`src/rtl/fifo_modport.sv`:
```
// Single-clock byte FIFO with active-low write/read strobes and overflow/underflow flags.
// Latency: registered read data appears on dout one cycle after the sampled read strobe.
// Backpressure: none; a write to a full FIFO is dropped (over_flow), a read of an empty FIFO is ignored (under_flow).
// Build option: define FIFO_STICKY_ERR_EN to make under_flow/over_flow sticky until rst.
module fifo_modport #(
    parameter int DATA_WIDTH = 8,
    parameter int DEPTH      = 16
) (
    input  logic                  clk,
    input  logic                  rst,
    input  logic                  wr_n,
    input  logic                  rd_n,
    input  logic [DATA_WIDTH-1:0] din,
    output logic [DATA_WIDTH-1:0] dout,
    output logic                  under_flow,
    output logic                  over_flow
);

    localparam int AW = $clog2(DEPTH);
    localparam int CW = AW + 1;

    logic [DATA_WIDTH-1:0] mem_q [DEPTH];

    logic [AW-1:0]         wr_ptr_q, wr_ptr_d;
    logic [AW-1:0]         rd_ptr_q, rd_ptr_d;
    logic [CW-1:0]         count_q, count_d;
    logic [DATA_WIDTH-1:0] dout_q, dout_d;
    logic                  under_flow_q, under_flow_d;
    logic                  over_flow_q, over_flow_d;

    logic full, empty;
    logic rd_ok, wr_ok;
    logic uf_evt, of_evt;

    assign full  = (count_q == CW'(DEPTH));
    assign empty = (count_q == '0);

    // A read needs data; a write needs room, or a concurrent read freeing a slot.
    assign rd_ok  = !rd_n && !empty;
    assign wr_ok  = !wr_n && (!full || rd_ok);
    assign uf_evt = !rd_n && empty;
    assign of_evt = !wr_n && full && rd_n;

    // Next-state for pointers, occupancy, read data and error flags.
    always_comb begin
        wr_ptr_d = wr_ptr_q;
        rd_ptr_d = rd_ptr_q;
        count_d  = count_q;
        dout_d   = dout_q;

        if (wr_ok) begin
            wr_ptr_d = wr_ptr_q + AW'(1);
        end
        if (rd_ok) begin
            rd_ptr_d = rd_ptr_q + AW'(1);
            dout_d   = mem_q[rd_ptr_q];
        end

        case ({wr_ok, rd_ok})
            2'b10:   count_d = count_q + CW'(1);
            2'b01:   count_d = count_q - CW'(1);
            default: count_d = count_q;
        endcase

`ifdef FIFO_STICKY_ERR_EN
        under_flow_d = under_flow_q | uf_evt;
        over_flow_d  = over_flow_q  | of_evt;
`else
        under_flow_d = uf_evt;
        over_flow_d  = of_evt;
`endif
    end

    // Control state and outputs, cleared asynchronously by rst.
    always_ff @(posedge clk or posedge rst) begin
        if (rst) begin
            wr_ptr_q     <= '0;
            rd_ptr_q     <= '0;
            count_q      <= '0;
            dout_q       <= '0;
            under_flow_q <= 1'b0;
            over_flow_q  <= 1'b0;
        end else begin
            wr_ptr_q     <= wr_ptr_d;
            rd_ptr_q     <= rd_ptr_d;
            count_q      <= count_d;
            dout_q       <= dout_d;
            under_flow_q <= under_flow_d;
            over_flow_q  <= over_flow_d;
        end
    end

    // Storage array; contents are don't-care after reset so it carries no reset.
    always_ff @(posedge clk) begin
        if (wr_ok) begin
            mem_q[wr_ptr_q] <= din;
        end
    end

    assign dout       = dout_q;
    assign under_flow = under_flow_q;
    assign over_flow  = over_flow_q;

endmodule

```
`config.mk`:
```
export PLATFORM = sky130hd
export DESIGN_NAME = fifo_modport
export DESIGN_NICKNAME = d
export VERILOG_FILES = /design/src/rtl/fifo_modport.sv
export SDC_FILE = /design/constraint.sdc
export NUM_CORES = 1
export LEC_CHECK = 0
export ABC_AREA = 1
export CAP_MARGIN = 40
export CORE_UTILIZATION = 45
export DETAILED_ROUTE_END_ITERATION = 6
export GPL_TIMING_DRIVEN = 0
export PLACE_DENSITY = 0.64
export SLEW_MARGIN = 20
export SYNTH_ARGS = -nofsm -noshare
export SYNTH_HDL_FRONTEND = slang
export SYNTH_SLANG_ARGS = --single-unit
```
`constraint.sdc`:
```
create_clock -name clk -period 1.6 [get_ports clk]
set_input_delay 0.24 -clock clk [delete_from_list [all_inputs] [get_ports clk]]
set_output_delay 0.24 -clock clk [all_outputs]
set_load 0.1 [all_outputs]
```
==> out/results.txt <==
Outcome = finished with violations
Violated checks = setup timing
#FFs+latches synth = 151
Min-delay worst type = in -> async
Fraction of synthesized cell area taken by the top area cell type = 0.616
Worst stage delay on the critical path = 0.43 ns
Cells taking the most area after synthesis = sky130_fd_sc_hd__edfxtp_1 (62%), sky130_fd_sc_hd__dfrtp_1 (9.2%), sky130_fd_sc_hd__nor2_1 (6.8%), sky130_fd_sc_hd__o21ai_0 (4.6%), sky130_fd_sc_hd__o211ai_1 (2.9%)
Number of warning messages in the yosys log = 0
Count of routing violations after the opening detailed-route iteration = 511
Total of fill cells in the finished design = 997
Clock tree from TritonCTS = built
Sequential fraction of the synthesis area = 0.708
Buffers from clock root to sink, at most = 2
Critical path arrival = 2.04 ns
Number of instances in the synthesized netlist = 502
Non-filler instance count after layout = 772
Max Clock Skew = 0.00951 ns
Overall Global Routing Usage = 0.234
Initial Utilization = 0.466
Number of optimization iterations in the first detailed-route pass = 5
Kind of start point of the critical path = flop
Vias = 4405
Chip Height = 120 um
Worst skew pair latency = 0.42 ns
Cell taking the most area after synthesis = sky130_fd_sc_hd__edfxtp_1
Final critical delay including setup and external delays = 1.72 ns
Vias in the first global route = 4325
Wire length of the first global-routing pass = 23900 um
Detail Route Antenna Nets = 0
Total Routed Length = 16300 um
Crit path capture type = flop
Count of antenna diodes in the layout = 0
Critical register-to-register path startpoint = count_q[1]
Post-DP HPWL = 9630 um
Post-route setup slack = -0.122 ns
Clock root buffer = sky130_fd_sc_hd__clkbuf_16
Cell area after synthesis = 6240 um2
Yosys cell types = 28
Die X = 120 um
Clock buffer count from CTS = 17
Maximum fanout along the worst path = 3
Worst Tran Pin Value = 0.838 ns
Clock sink count = 151
Power density over the cells = 2050 nW/um2
Final Total Pwr = 17.2 mW
Count of endpoints failing hold in the final timing report = 0
Worst reg-to-reg setup slack = -0.12 ns
Number of levels the H-tree was split into = 4
Syn_nets = 521
Worst rel slew slack = 0.439
CTS Hold Buffers Added = 0
Via density per instance = 5.71
Largest net degree at the start of global routing = 18
Nets = 602
Share of layout cells above drive strength 1 = 0.314
Placeable core region = 13400 um2
Setup Slack @ Placement = -0.841 ns
Number of endpoints failing setup at the final stage = 102
Clock-pin slew on the worst setup and hold paths = 0.06 ns
Count of boundary I/O pins = 22
Critical Setup Path Class = reg -> reg
Core Rows = 42
Total congestion overflow after global routing = 0
Setup repair after global routing missed its margin = yes
Port bufs = 21
Gpl congestion = 0.825
DIE AREA = 14300 um2
DRC violations left = 0
Number of max-slew violations in the final report = 0
Number of cells on the worst reg-to-reg path = 11
Fraction of the cycle the final worst path needs = 1.08
Cell type of the slowest stage on the worst timing path = sky130_fd_sc_hd__dfrtp_1
Worst path required time = 1.91 ns
Placed cell count = 710
Reg-to-reg endpoint = count_q[4]
Leakage = 2.99 nW
Worst-case vdd ir drop = 0.00100 V
Max-capacitance violation count = 0
Number of antenna violations at the first check in global routing = 0
WL/cell = 21.1 um
Avg Inst Size Synth = 12.4 um2
Max Freq = 0.581 GHz
Area growth from synthesis to layout = 34.8%
Sequence of cells on the critical path = nor2_4, nand3_4, nand3_4, inv_4, ha_4, inv_2, nor2_2, nor2_1, nand3_1, nand3_1, nand2_1
critical path: cells and delay by family (launching register included):
family / cells / cell delay [ns]
buffers and inverters: 2 / 0.12
adders and majority gates: 1 / 0.25
and+or+nand+nor: 8 / 0.80
DFF: 1 / 0.43
sequential cells by signal (all words and copies together), names as in the netlist:
| register | cells |
|---|---|
| mem_q | 128 |
| under_flow | 1 |
| dout | 8 |
| wr_ptr_q | 4 |
| rd_ptr_q | 4 |
| count_q | 5 |
| over_flow | 1 |
stage by stage:
| step | util | setup TNS, ns | area, um2 | hold slack (ns) |
|---|---|---|---|---|
| floorplan | - | -5.10 | 6260 | 0.242 |
| global placement | 0.499 | -85.87 | 6690 | 0.503 |
| detailed placement | 0.512 | -90.07 | 6860 | 0.503 |
| CTS | 0.610 | -0.240 | 8170 | 0.0513 |
| global route | 0.628 | -11.40 | 8420 | 0.0919 |
| finish | 0.628 | -1.63 | 8420 | 0.0597 |
area by class of cell:
type                            count  area, um2  share of cell area
Inverter                           25        115              0.0137
Multi-Input combinational cell    299       2010               0.239
Timing Repair Buffer               65        795              0.0944
Clock inverter                      7        110              0.0131
Sequential cell                   151       4420               0.525
Tap cell                          176        220              0.0262
Clock buffer                       25        538              0.0639
Buffer                             24        209              0.0248
Yosys cell counts:
master and n:
sky130_fd_sc_hd__o21ai_1 12, sky130_fd_sc_hd__a31oi_1 8, sky130_fd_sc_hd__o211ai_2 2, sky130_fd_sc_hd__o21bai_1 1, sky130_fd_sc_hd__buf_8 1, sky130_fd_sc_hd__ha_1 7, sky130_fd_sc_hd__buf_2 8, sky130_fd_sc_hd__nand2_1 30
sky130_fd_sc_hd__edfxtp_1 128, sky130_fd_sc_hd__o221ai_1 6, sky130_fd_sc_hd__buf_6 6, sky130_fd_sc_hd__nand3_1 11, sky130_fd_sc_hd__clkinv_1 2, sky130_fd_sc_hd__inv_1 22, sky130_fd_sc_hd__clkbuf_1 9, sky130_fd_sc_hd__nand2_2 1
sky130_fd_sc_hd__inv_4 1, sky130_fd_sc_hd__nand3_2 2, sky130_fd_sc_hd__o22ai_1 8, sky130_fd_sc_hd__buf_4 3, sky130_fd_sc_hd__nor2_1 113, sky130_fd_sc_hd__o211ai_1 24, sky130_fd_sc_hd__dfrtp_1 23, sky130_fd_sc_hd__o21ai_0 58
sky130_fd_sc_hd__nor2_2 1, sky130_fd_sc_hd__nor2_4 1, sky130_fd_sc_hd__xor2_1 9, sky130_fd_sc_hd__nand4_1 5
placed cells by master, fill, tap and decap left out, drive strengths merged, types with 7 or more instances in the layout:
master and count:
o211ai 26, clkdlybuf4s50 11, dlygate4sd2 8, a31oi 8, ha 7, dfrtp 23, edfxtp 128, o21ai 70
xor2 9, nor2 115, nand2 31, nand3 13, inv 23, clkbuf 36, o22ai 8, buf 59
cells by family (layout without fill, tap and decap cells):
family	Yosys count	in the layout	share of synthesized area
AO/OA/AOI/OAI	119	119	0.115
buffers and inverters	52	146	0.0441
adder cells (fa/ha/maj)	7	7	0.0140
flip-flops	151	151	0.708
AND/OR/NAND/NOR	164	164	0.107
XOR/XNOR	9	9	0.0126
worst max path at each step:
stage                    to  cells past startpoint       start
2_1_floorplan  mem_q[15][0]                      6  count_q[0]
3_3_place_gp   mem_q[11][0]                      6        rd_n
3_5_place_dp   mem_q[13][7]                      6        rd_n
4_1_cts          count_q[4]                     11  count_q[2]
5_1_grt          count_q[4]                     12  count_q[3]
6_report         count_q[4]                     11  count_q[1]
report_power, final:
group          leakage (nW)  total (mW)  internal, mW  switching (mW)
logic                  1.24        7.76          2.97            4.79
registers              1.43        5.18          4.89           0.297
clock network         0.323        4.30          2.80            1.50
per-layer routing:
| layer | vias to the layer above | routed length, um | track usage |
|---|---|---|---|
| met5 | - | 0 | 0 |
| li1 | 1982 | - | - |
| met3 | 38 | 1170 | 0.0684 |
| met2 | 208 | 8390 | 0.399 |
| met4 | 0 | 559 | 0.102 |
| met1 | 2177 | 6180 | 0.275 |
timing repair:
| action | CTS | global route |
|---|---|---|
| cloned | 2 | 2 |
| gates resized for setup | 119 | 70 |
| endpoints found under the setup margin | 149 | 144 |
| hold endpoints to repair | 0 | 0 |
| buffers inserted | 28 | 10 |
| pin swaps | 47 | 54 |
Note: power is estimated with default switching activity, not from simulation.
